**config.mk**
```make
export PLATFORM = sky130hd
export DESIGN_NAME = util_axis_uart
export DESIGN_NICKNAME = d
export VERILOG_FILES = /design/src/rtl/util_axis_uart.sv
export SDC_FILE = /design/constraint.sdc
export NUM_CORES = 1
export LEC_CHECK = 0
export BUFFER_PORTS_ARGS = -buffer_cell sky130_fd_sc_hd__clkbuf_2
export CAP_MARGIN = 20
export CORE_MARGIN = 4
export CORE_UTILIZATION = 25
export DETAILED_ROUTE_END_ITERATION = 6
export GPL_TIMING_DRIVEN = 0
export HOLD_SLACK_MARGIN = 0.12
export PLACE_DENSITY = 0.43
export SLEW_MARGIN = 5
export SYNTH_ARGS = -nofsm -noshare
export SYNTH_HDL_FRONTEND = slang
export SYNTH_SLANG_ARGS = --single-unit
```
**constraint.sdc**
```tcl
create_clock -name aclk -period 2 [get_ports aclk]
set_input_delay 0.2 -clock aclk [delete_from_list [all_inputs] [get_ports aclk]]
set_output_delay 0.2 -clock aclk [all_outputs]
set_load 0.03 [all_outputs]
```
**src/rtl/util_axis_uart.sv**
```systemverilog
// AXI-Stream to UART bridge: independent TX and RX engines sharing one bit-period definition.
// RX input is synchronised, then frames are checked for parity/stop errors before delivery.
module util_axis_uart #(
  parameter int unsigned baud_clock_speed = 2000000,
  parameter int unsigned baud_rate        = 115200,
  parameter int unsigned parity_ena       = 0,
  parameter int unsigned parity_type      = 0,
  parameter int unsigned stop_bits        = 1,
  parameter int unsigned data_bits        = 8,
  parameter int unsigned rx_delay         = 0
) (
  input  logic                 aclk,
  input  logic                 arst,
  input  logic [data_bits-1:0] s_axis_tdata,
  input  logic                 s_axis_tvalid,
  output logic                 s_axis_tready,
  output logic [data_bits-1:0] m_axis_tdata,
  output logic                 m_axis_tvalid,
  input  logic                 m_axis_tready,
  output logic                 tx,
  input  logic                 rx
);

  localparam int unsigned BP   = baud_clock_speed / baud_rate;
  localparam int unsigned HALF = ((BP / 2) > 0) ? (BP / 2) : 1;
  localparam int unsigned CW   = (BP > 1) ? $clog2(BP) : 1;
  localparam int unsigned IW   = $clog2((data_bits > stop_bits) ? data_bits : stop_bits);
  localparam int unsigned SL   = 2 + rx_delay;

  localparam logic [CW-1:0] BP_LAST   = CW'(BP - 1);
  localparam logic [CW-1:0] HALF_LAST = CW'(HALF - 1);
  localparam logic [IW-1:0] DATA_LAST = IW'(data_bits - 1);
  localparam logic [IW-1:0] STOP_LAST = IW'(stop_bits - 1);
  localparam logic          PAR_ENA   = (parity_ena != 0);
  localparam logic          PAR_ODD   = (parity_type != 0);

  typedef enum logic [2:0] {
    ST_IDLE,
    ST_START,
    ST_DATA,
    ST_PARITY,
    ST_STOP
  } state_t;

  // ---------------- transmitter ----------------
  state_t                 tx_state_q, tx_state_d;
  logic [CW-1:0]          tx_cnt_q, tx_cnt_d;
  logic [IW-1:0]          tx_idx_q, tx_idx_d;
  logic [data_bits-1:0]   tx_shreg_q, tx_shreg_d;
  logic                   tx_par_q, tx_par_d;
  logic                   tx_q, tx_d;
  logic                   s_tready_q, s_tready_d;
  logic                   tx_bit_end;

  assign tx_bit_end    = (tx_cnt_q == BP_LAST);
  assign s_axis_tready = s_tready_q;
  assign tx            = tx_q;

  always_ff @(posedge aclk) begin
    if (arst) begin
      tx_state_q <= ST_IDLE;
      tx_cnt_q   <= '0;
      tx_idx_q   <= '0;
      tx_shreg_q <= '0;
      tx_par_q   <= 1'b0;
      tx_q       <= 1'b1;
      s_tready_q <= 1'b0;
    end else begin
      tx_state_q <= tx_state_d;
      tx_cnt_q   <= tx_cnt_d;
      tx_idx_q   <= tx_idx_d;
      tx_shreg_q <= tx_shreg_d;
      tx_par_q   <= tx_par_d;
      tx_q       <= tx_d;
      s_tready_q <= s_tready_d;
    end
  end

  always_comb begin
    tx_state_d = tx_state_q;
    tx_cnt_d   = tx_cnt_q;
    tx_idx_d   = tx_idx_q;
    tx_shreg_d = tx_shreg_q;
    tx_par_d   = tx_par_q;
    tx_d       = tx_q;
    s_tready_d = s_tready_q;

    if (tx_state_q != ST_IDLE) begin
      tx_cnt_d = tx_bit_end ? '0 : tx_cnt_q + CW'(1);
    end

    case (tx_state_q)
      ST_IDLE: begin
        tx_d       = 1'b1;
        s_tready_d = 1'b1;
        if (s_axis_tvalid && s_tready_q) begin
          tx_state_d = ST_START;
          tx_shreg_d = s_axis_tdata;
          tx_par_d   = (^s_axis_tdata) ^ PAR_ODD;
          tx_cnt_d   = '0;
          tx_d       = 1'b0;
          s_tready_d = 1'b0;
        end
      end
      ST_START: begin
        if (tx_bit_end) begin
          tx_state_d = ST_DATA;
          tx_idx_d   = '0;
          tx_d       = tx_shreg_q[0];
        end
      end
      ST_DATA: begin
        if (tx_bit_end) begin
          if (tx_idx_q == DATA_LAST) begin
            tx_idx_d = '0;
            if (PAR_ENA) begin
              tx_state_d = ST_PARITY;
              tx_d       = tx_par_q;
            end else begin
              tx_state_d = ST_STOP;
              tx_d       = 1'b1;
            end
          end else begin
            tx_idx_d   = tx_idx_q + IW'(1);
            tx_shreg_d = tx_shreg_q >> 1;
            tx_d       = tx_shreg_q[1];
          end
        end
      end
      ST_PARITY: begin
        if (tx_bit_end) begin
          tx_state_d = ST_STOP;
          tx_idx_d   = '0;
          tx_d       = 1'b1;
        end
      end
      ST_STOP: begin
        if (tx_bit_end) begin
          if (tx_idx_q == STOP_LAST) begin
            tx_state_d = ST_IDLE;
            s_tready_d = 1'b1;
          end else begin
            tx_idx_d = tx_idx_q + IW'(1);
          end
        end
      end
      default: tx_state_d = ST_IDLE;
    endcase
  end

  // ---------------- receiver ----------------
  logic [SL-1:0]          sync_q, sync_d;
  logic                   rx_prev_q, rx_prev_d;
  state_t                 rx_state_q, rx_state_d;
  logic [CW-1:0]          rx_cnt_q, rx_cnt_d;
  logic [IW-1:0]          rx_idx_q, rx_idx_d;
  logic [data_bits-1:0]   rx_shreg_q, rx_shreg_d;
  logic                   rx_err_q, rx_err_d;
  logic [data_bits-1:0]   m_tdata_q, m_tdata_d;
  logic                   m_tvalid_q, m_tvalid_d;
  logic                   rx_s;
  logic                   rx_bit_end;
  logic                   rx_accept;

  assign rx_s          = sync_q[SL-1];
  assign rx_bit_end    = (rx_cnt_q == BP_LAST);
  assign m_axis_tdata  = m_tdata_q;
  assign m_axis_tvalid = m_tvalid_q;

  always_ff @(posedge aclk) begin
    if (arst) begin
      sync_q     <= '1;
      rx_prev_q  <= 1'b1;
      rx_state_q <= ST_IDLE;
      rx_cnt_q   <= '0;
      rx_idx_q   <= '0;
      rx_shreg_q <= '0;
      rx_err_q   <= 1'b0;
      m_tdata_q  <= '0;
      m_tvalid_q <= 1'b0;
    end else begin
      sync_q     <= sync_d;
      rx_prev_q  <= rx_prev_d;
      rx_state_q <= rx_state_d;
      rx_cnt_q   <= rx_cnt_d;
      rx_idx_q   <= rx_idx_d;
      rx_shreg_q <= rx_shreg_d;
      rx_err_q   <= rx_err_d;
      m_tdata_q  <= m_tdata_d;
      m_tvalid_q <= m_tvalid_d;
    end
  end

  // Frame decode; all data/parity/stop samples land mid-bit, BP cycles after the half-bit start check.
  always_comb begin
    sync_d     = {sync_q[SL-2:0], rx};
    rx_prev_d  = rx_s;
    rx_state_d = rx_state_q;
    rx_cnt_d   = rx_cnt_q;
    rx_idx_d   = rx_idx_q;
    rx_shreg_d = rx_shreg_q;
    rx_err_d   = rx_err_q;
    rx_accept  = 1'b0;

    case (rx_state_q)
      ST_IDLE: begin
        rx_cnt_d = '0;
        rx_idx_d = '0;
        rx_err_d = 1'b0;
        if (rx_prev_q && !rx_s) begin
          rx_state_d = ST_START;
        end
      end
      ST_START: begin
        if (rx_cnt_q == HALF_LAST) begin
          rx_cnt_d   = '0;
          rx_state_d = rx_s ? ST_IDLE : ST_DATA;
        end else begin
          rx_cnt_d = rx_cnt_q + CW'(1);
        end
      end
      ST_DATA: begin
        if (rx_bit_end) begin
          rx_cnt_d   = '0;
          rx_shreg_d = {rx_s, rx_shreg_q[data_bits-1:1]};
          if (rx_idx_q == DATA_LAST) begin
            rx_idx_d   = '0;
            rx_state_d = PAR_ENA ? ST_PARITY : ST_STOP;
          end else begin
            rx_idx_d = rx_idx_q + IW'(1);
          end
        end else begin
          rx_cnt_d = rx_cnt_q + CW'(1);
        end
      end
      ST_PARITY: begin
        if (rx_bit_end) begin
          rx_cnt_d   = '0;
          rx_state_d = ST_STOP;
          if (rx_s != ((^rx_shreg_q) ^ PAR_ODD)) begin
            rx_err_d = 1'b1;
          end
        end else begin
          rx_cnt_d = rx_cnt_q + CW'(1);
        end
      end
      ST_STOP: begin
        if (rx_bit_end) begin
          rx_cnt_d = '0;
          if (!rx_s) begin
            rx_err_d = 1'b1;
          end
          if (rx_idx_q == STOP_LAST) begin
            rx_state_d = ST_IDLE;
            rx_accept  = !rx_err_q && rx_s;
          end else begin
            rx_idx_d = rx_idx_q + IW'(1);
          end
        end else begin
          rx_cnt_d = rx_cnt_q + CW'(1);
        end
      end
      default: rx_state_d = ST_IDLE;
    endcase
  end

  // Output holding register: a new byte only replaces one that is free or leaving this cycle.
  always_comb begin
    m_tdata_d  = m_tdata_q;
    m_tvalid_d = m_tvalid_q;
    if (m_tvalid_q && m_axis_tready) begin
      m_tvalid_d = 1'b0;
    end
    if (rx_accept && (!m_tvalid_q || m_axis_tready)) begin
      m_tdata_d  = rx_shreg_q;
      m_tvalid_d = 1'b1;
    end
  end

endmodule

```
==> impl_metrics.toml <==
[die]
die-area_sq_um = 12660
core_area_sq_um = 10460
num_rows = 37
fp.dieH_microns = 112.5
io_pins = 24
die_w_microns = 112.5
start_util = 0.2611

[critical_path]
start_kind = "register"
worstPathRequired_ps = 2240
critPathMaxFanout = 5
arrival_ps = 2090
worst-setup-path-type = "reg2reg"
setup.worst_path.end_class = "register"

[cts]
cts_tree = "built"
clk_pin_slew_ps = 100
clkSinkCount = 53
ctsHtreeMaxLevel = 2
cts_buffer_depth = 2
clock_latency_ps = 310
cts_root_buffer = "clkbuf_8"
cts_buffers = 5

[global_routing]
globalRouteMet3Util = 0.01779
grt_use_total = 0.09312
gr-max-usage-layer = "met2"
grtUsageMet1 = 0.1330
grt_pass1_vias = 1959
antenna_found_initial = 0
grt_pass1_wl_microns = 9832
gr-total-overflow = 0
use_met2 = 0.1414
grt_max_degree = 18

[routing]
via_count = 2080
avgViaCountPerCell = 4.407
drtAntennaViolNets = 0
drt_first_pass_iters = 4
wl_microns = 5748
drc = 0
drtIter0Drc = 60
post_drt_wl_per_cell_microns = 12.18

[synth]
ys_ff_latch = 53
synthArstFlopShare = 0
synth-main-ff-cell = "dfxtp_1"
synth_edf_count = 0
yosysSeqAreaShare = 0.3885
avgSynthCellArea_sq_um = 9.135
syn_nets = 322
netlist_area_sq_um = 2731
synth_cells = 299
synth_warnings = 0
synth_cell_types = 46

[layout]
drive_above_1_share = 0.1994
mostFrequentLayoutCell = "dfxtp_1"
layout_common_cells = "dfxtp_1 (52), nor2_1 (49), mux2i_1 (32)"
area_growth_pct = 17.64
antenna_cells = 0
nets = 358
fill_cells = 1151
final_util = 0.3071

[sta]
rsz0062_at_grt = "no"
setup_tns_ps = 0
tightest_slew_ps = 646.5
hold_slack_ps = 187.5
final-hold-violation-count = 0
period_share = 0.9240
fin_ws_ps = 152.1
drv_slew = 0
fmax_ghz = 0.5412
finClkSkew_ps = 12.19
maxSlewHeadroom = 0.5690
min_period_ps = 1848
setup_viol = 0

[placement]
io_buffers = 22
dp_slack_ps = -76.89
dpl.hpwl_microns = 4141
place.gp.congestion = 0.7231

[outcome]
status = "finished, final reports clean"

[worst_hold_path]
hp-class = "in2reg"

[power_and_ir_drop]
p_leak_nw = 1.244
p_per_area_nw_per_um2 = 906.5
ir_drop_v = 0.0005217
power.total_mw = 2.913

[flow_run]
max-cap-violations = 0
[final timing paths]
check,end,cells after the start,slack (ps),startpoint
worst max-delay path,tx_state_q[1],7,150,tx_idx_q[0]
worst min-delay path,m_axis_tvalid,3,190,m_axis_tready
worst max register to register,tx_state_q[1],7,150,tx_idx_q[0]
worst min register to register,sync_q[1],1,430,sync_q[0]
[report_power, final]
group          internal (mW)  switching, mW
Sequential              1.19          0.102
Clock                  0.250          0.377
Combinational          0.441          0.549
[through the flow]
step / std cells / cell area [sq um]
floorplan: 299 / 2731
global placement: 457 / 3012
detailed placement: 457 / 3012
CTS: 469 / 3158
global route: 472 / 3213
finish: 472 / 3213
[cell families (layout without fill, tap and decap cells)]
kind of cell             Yosys count  in the layout  share of synthesized area
XOR/XNOR                          12             12                    0.03848
AO/OA/AOI/OAI                     50             50                     0.1214
buffers and inverters             26             63                    0.04397
flip-flops                        53             53                     0.3885
AND/OR/NAND/NOR                  115            115                     0.2405
adder cells (fa/ha/maj)           11             11                    0.04993
multiplexers                      32             32                     0.1173
[sequential cells by signal, indices dropped and copies added, names as in the netlist, 5 cells and up]
signal and flops:
m_axis_tdata 8, tx_cnt_q 5, rx_shreg_q 8, tx_shreg_q 8, rx_cnt_q 5
[Yosys cell counts, types with 5 or more instances]
cell type,number,share of area
dfxtp_1,53,0.39
nor2_1,49,0.067
mux2i_1,32,0.12
a21oi_1,19,0.035
ha_1,10,0.046
nand2_1,10,0.014
inv_1,9,0.012
nand2b_1,9,0.021
o21ai_0,9,0.016
clkbuf_1,8,0.011
a211oi_1,7,0.019
nor2b_1,7,0.016
xnor2_1,7,0.022
buf_2,6,0.011
nand3_1,5,0.0092
nor3_1,5,0.0092
xor2_1,5,0.016
[final cells by class]
cell class	count	area, sq um	share of cell area
Sequential cell	53	1062	0.3306
Clock inverter	3	21.27	0.006620
Tap cell	136	170.2	0.05296
Inverter	9	33.78	0.01051
Timing Repair Buffer	29	167.7	0.05218
Multi-Input combinational cell	220	1599	0.4977
Clock buffer	5	68.82	0.02142
Buffer	17	90.09	0.02804
[worst max-delay path, cell delays in order, from the launching register on]
cell,delay (ps)
dfxtp_1,390
ha_1,180
ha_1,240
nor3b_1,70
a31oi_1,210
o221ai_2,190
or3_1,380
a21oi_1,130
[timing repair]
item | in CTS | in global routing
resized for setup | 3 | 7
setup endpoints to repair | 11 | 21
buffers inserted | 2 | 3
endpoints found under the hold margin | 2 | 0
pin swaps | 1 | 4
cloned | 0 | 0
hold buffers | 2 | 0
[routing by layer]
metal | routed length, microns | up-vias
met5 | 0 | -
met2 | 2488 | 19
li1 | - | 1107
met3 | 135 | 7
met1 | 3052 | 947
met4 | 72 | 0
Power figures use the tool's default switching activity.
